<file path="src/rtl/idft_wb_arbiter.sv">
// Two-master Wishbone arbiter in front of the IDFT core slave port.
//
// Ports:
//   clk_i, rst_ni            clock, synchronous active-low reset
//   mN_adr_i/dat_i/sel_i/we_i/cyc_i/stb_i   master N request (N = 0, 1)
//   mN_dat_o/ack_o/err_o     response to master N (zero unless granted)
//   s_adr_o/dat_o/sel_o/we_o/cyc_o/stb_o    request to the IDFT core
//   s_dat_i, s_ack_i         IDFT core response
//   timeout_o                one-cycle pulse when a stalled access is aborted
//
// A master that wins the grant keeps the bus for as long as it holds cyc.
// Ties from the idle state go to the master that was not served last.
// A strobe stalled for TIMEOUT cycles is answered with err instead of ack.
module idft_wb_arbiter #(
  parameter int AW      = 32,
  parameter int DW      = 32,
  parameter int TIMEOUT = 255
) (
  input  logic          clk_i,
  input  logic          rst_ni,

  input  logic [AW-1:0] m0_adr_i,
  input  logic [DW-1:0] m0_dat_i,
  input  logic [3:0]    m0_sel_i,
  input  logic          m0_we_i,
  input  logic          m0_cyc_i,
  input  logic          m0_stb_i,
  output logic [DW-1:0] m0_dat_o,
  output logic          m0_ack_o,
  output logic          m0_err_o,

  input  logic [AW-1:0] m1_adr_i,
  input  logic [DW-1:0] m1_dat_i,
  input  logic [3:0]    m1_sel_i,
  input  logic          m1_we_i,
  input  logic          m1_cyc_i,
  input  logic          m1_stb_i,
  output logic [DW-1:0] m1_dat_o,
  output logic          m1_ack_o,
  output logic          m1_err_o,

  output logic [AW-1:0] s_adr_o,
  output logic [DW-1:0] s_dat_o,
  output logic [3:0]    s_sel_o,
  output logic          s_we_o,
  output logic          s_cyc_o,
  output logic          s_stb_o,
  input  logic [DW-1:0] s_dat_i,
  input  logic          s_ack_i,

  output logic          timeout_o
);

  typedef enum logic [1:0] {
    GNT_NONE = 2'd0,
    GNT_M0   = 2'd1,
    GNT_M1   = 2'd2
  } gnt_t;

  gnt_t        gnt;
  logic        last;   // 0: M0 served last, 1: M1 served last
  logic [15:0] cnt;    // consecutive stalled strobe cycles

  logic sel0;
  logic sel1;
  logic g_cyc;
  logic g_stb;
  logic tmo;

  // Grant selects are qualified with reset so nothing leaks out while
  // reset is held, even before the first reset edge clears the state.
  always_comb begin
    sel0  = rst_ni && (gnt == GNT_M0);
    sel1  = rst_ni && (gnt == GNT_M1);
    g_cyc = (sel0 && m0_cyc_i) || (sel1 && m1_cyc_i);
    g_stb = (sel0 && m0_stb_i) || (sel1 && m1_stb_i);
    // An ack in the same cycle as the limit always wins over the timeout.
    tmo   = g_cyc && g_stb && !s_ack_i && (cnt == 16'(TIMEOUT));
  end

  always_comb begin
    s_adr_o   = '0;
    s_dat_o   = '0;
    s_sel_o   = '0;
    s_we_o    = 1'b0;
    if (sel0) begin
      s_adr_o = m0_adr_i;
      s_dat_o = m0_dat_i;
      s_sel_o = m0_sel_i;
      s_we_o  = m0_we_i;
    end else if (sel1) begin
      s_adr_o = m1_adr_i;
      s_dat_o = m1_dat_i;
      s_sel_o = m1_sel_i;
      s_we_o  = m1_we_i;
    end
    // The aborted strobe is withdrawn from the core in the timeout cycle.
    s_cyc_o   = g_cyc && !tmo;
    s_stb_o   = g_stb && !tmo;
    m0_ack_o  = sel0 && s_ack_i;
    m1_ack_o  = sel1 && s_ack_i;
    m0_dat_o  = sel0 ? s_dat_i : '0;
    m1_dat_o  = sel1 ? s_dat_i : '0;
    m0_err_o  = sel0 && tmo;
    m1_err_o  = sel1 && tmo;
    timeout_o = tmo;
  end

  always_ff @(posedge clk_i) begin
    if (!rst_ni) begin
      gnt  <= GNT_NONE;
      last <= 1'b1;
      cnt  <= '0;
    end else begin
      case (gnt)
        GNT_NONE: begin
          cnt <= '0;
          if (m0_cyc_i && (!m1_cyc_i || last)) begin
            gnt  <= GNT_M0;
            last <= 1'b0;
          end else if (m1_cyc_i) begin
            gnt  <= GNT_M1;
            last <= 1'b1;
          end
        end
        GNT_M0, GNT_M1: begin
          // Release always passes through GNT_NONE; no direct handover.
          if (!g_cyc) begin
            gnt <= GNT_NONE;
            cnt <= '0;
          end else if (tmo || s_ack_i || !g_stb) begin
            cnt <= '0;
          end else if (s_cyc_o && s_stb_o) begin
            cnt <= cnt + 16'd1;
          end
        end
        default: begin
          gnt <= GNT_NONE;
          cnt <= '0;
        end
      endcase
    end
  end

endmodule

</file>
<file path="config.mk">
export PLATFORM = sky130hd
export DESIGN_NAME = idft_wb_arbiter
export DESIGN_NICKNAME = d
export VERILOG_FILES = /design/src/rtl/idft_wb_arbiter.sv
export SDC_FILE = /design/constraint.sdc
export NUM_CORES = 1
export LEC_CHECK = 0
export CORE_AREA = 2 2 123 125
export DETAILED_ROUTE_END_ITERATION = 16
export DIE_AREA = 0 0 125 127
export PLACE_DENSITY = 0.54
export SETUP_SLACK_MARGIN = 0.05
export SYNTH_ARGS = -nofsm -noshare
export SYNTH_HDL_FRONTEND = slang
export SYNTH_SLANG_ARGS = --single-unit
export TNS_END_PERCENT = 100
</file>
<file path="constraint.sdc">
create_clock -name clk_i -period 5.8 [get_ports clk_i]
set_input_delay 1.45 -clock clk_i [delete_from_list [all_inputs] [get_ports clk_i]]
set_output_delay 1.45 -clock clk_i [all_outputs]
set_load 0.005 [all_outputs]
</file>
==> results.txt <==
FF-to-FF Start: gnt[1]
Clock slew at reported path FFs: 0.05 ns
Maximum fanout along the worst path: 5
Initial Util: 15.1%
Worst vdd ir: 131 uV
Post-route ant nets: 0
Via count: 3554
Hold path endpoint: cnt[15]
GRT overflow: 0
TritonCTS Buffers: 3
Max frequency: 199 MHz
Starting DRC count in detailed routing: 209
Clk root buf: clkbuf_16
Slew Limit Fails: 0
Num ports: 317
Pwr per Cell Area: 108 nW/um^2
Max-cap viol count: 0
RePlAce Congestion: 0.908
Initial antenna violation count: 5
Routed vias/inst: 4.65
Chip width: 125 um
Yosys warning count: 0
Cells on worst reg2reg path: 7
Hold Crit Class: reg -> reg
TNS Setup: 0 ns
Mapped Area: 2180 um^2
Global-route wire length before repair: 23600 um
Postcts setup bufs: 0
Routed WL per cell: 22.7 um
Final layout net count: 760
Sink Count: 19
Crit Path Class: in -> out
H-tree levels: 1
Post-Syn Area per Cell: 7.66 um^2
Floorplan core area: 14400 um^2
Most frequent cells in the layout: clkdlybuf4s50_1, and3_1, a22o_1, dfxtp_1, nor2_1
Reg2Reg Setup Slack: 3.34 ns
CTS resizes: 0
RSZ-0062 raised after global routing: false
Port bufs: 316
Status: completed
Hold Crit Depth: 2
Final Hold Viols: 0
Syn nets: 466
Max transition margin: 52.6%
CP startpoint kind: input port
Mapped Cells: 285
Worst Tran Pin Value: 0.711 ns
Row Count: 44
Vias in the first global route: 3363
Slowest cell on the critical path: clkdlybuf4s50_1
Layout cell share with drive strength beyond 1: 2.94%
WP data required: 4.35 ns
CP bufs+invs: 2
Crit-path cells: clkdlybuf4s50_1 > or4_1 > nor3_1 > and3_1 > and3b_1 > clkdlybuf4s50_1
TritonCTS clock tree: done
Commonest non-fill, non-tap cell in the layout: clkdlybuf4s50_1
Latest clock arrival within the worst-skew pair: 0.25 ns
Total length of routed wires: 17300 um
TritonRoute pass-1 iters: 4
Most used cell, CP: clkdlybuf4s50_1
Critical Path Sink Type: output port
Worst min-delay path startpoint: cnt[15]
Die Ht: 127 um
Largest net degree at the start of global routing: 78
Synth cell types: 33
Total track usage: 20.1%
Synth Register Bits: 19
R2r endpoint: cnt[13]
Clock tree buffer depth: 2
Pwr Total: 602 uW
Family with the most delay on the worst path: simple AND/OR/NAND/NOR gates
Seq/Total Area, Yosys: 17.4%
Minimum clock period: 5.04 ns
Final Cycle Share: 86.8%
Crit path arrival time: 3.59 ns
Fin Clk Skew: 0.000964 ns
Leak Pwr: 2.22 nW
Hold_buf cts: 0
Crit path largest cell delay: 0.52 ns
HPWL after DPL: 14500 um
DRC Markers: 0
Die area: 15900 um^2
Area grow syn2layout: 156%
Setup Viol. Count Final: 0
-- how the worst max path moves through the flow --
| stage | from | endpoint | cells past startpoint |
|---|---|---|---|
| 2_1_floorplan | s_ack_i | m1_err_o | 4 |
| 3_3_place_gp | s_ack_i | m1_err_o | 6 |
| 3_5_place_dp | s_ack_i | m1_err_o | 6 |
| 4_1_cts | s_ack_i | m1_err_o | 6 |
| 5_1_grt | s_ack_i | m1_err_o | 6 |
| 6_report | s_ack_i | m1_err_o | 6 |
-- cell usage after synthesis (all sizes together) --
cell | n | area (um^2)
o2111ai | 1 | 8.76
nor3 | 4 | 20.0
or4 | 5 | 37.5
or3 | 1 | 6.26
a22o | 71 | 639
and4 | 2 | 17.5
and2 | 3 | 18.8
and3b | 2 | 17.5
dfxtp | 19 | 380
a21oi | 7 | 35.0
clkbuf | 27 | 101
o21ai | 4 | 20.0
xor2 | 4 | 35.0
nand2 | 8 | 30.0
nor2b | 2 | 12.5
o31ai | 4 | 30.0
a31o | 1 | 8.76
xnor2 | 5 | 43.8
ha | 4 | 50.1
nand4 | 5 | 46.3
or2 | 1 | 6.26
inv | 4 | 15.0
nand3 | 7 | 40.0
buf | 5 | 33.8
a21boi | 3 | 22.5
nor2 | 13 | 48.8
and3 | 73 | 458
-- layer usage --
metal | vias up | routed length (um) | GRT usage (%)
li1 | 1696 | - | -
met2 | 197 | 6860 | 27.2
met3 | 6 | 2820 | 14.0
met5 | - | 24 | 0
met1 | 1651 | 7570 | 27.0
met4 | 4 | 48 | 1.50
-- worst min-delay path: stages (launching register included) --
cell and delay [ns]:
dfxtp_1 0.31, o31ai_1 0.06, a21oi_1 0.05
-- flip-flops by register name (all words and copies together), names as in the netlist --
| signal | cells |
|---|---|
| gnt | 2 |
| last | 1 |
| cnt | 16 |
-- where the power goes --
group | leakage, nW | switching [mW] | internal [mW]
Combinational | 2.03 | 0.116 | 0.210
Sequential | 0.154 | 0.00150 | 0.133
Clock | 0.0382 | 0.0478 | 0.0934
Total | 2.22 | 0.165 | 0.436
-- area by class of cell --
type | count | area, um^2
diodes | 2 | 5.00
well taps | 184 | 230
flip-flops and latches | 19 | 380
repair buffers | 321 | 3210
clock buffers | 4 | 78.8
fillers | 1427 | 8840
inverters | 4 | 15.0
multi-input cells | 230 | 1660
-- metrics by stage --
| stage | utilization [%] | cells | worst slack (ns) | hold slack, ns | instance area [um^2] |
|---|---|---|---|---|---|
| after detailed placement | 38.1 | 758 | 0.748 | 0.468 | 5500 |
| final | 38.7 | 764 | 0.765 | 0.477 | 5580 |
| after global placement | 38.1 | 758 | 0.766 | 0.462 | 5500 |
| after CTS | 38.6 | 762 | 0.746 | 0.482 | 5570 |
| after global routing | 38.6 | 762 | 0.638 | 0.528 | 5570 |
| after floorplan | - | 285 | 1.96 | 0.441 | 2180 |
-- cells by family after synthesis --
logic type | synth area share, %
flops | 17.4
buf+inv | 6.88
xor+xnor | 3.61
fa+ha+maj | 2.29
compound gates | 35.0
simple gates | 34.8
Power figures use the tool's default switching activity.
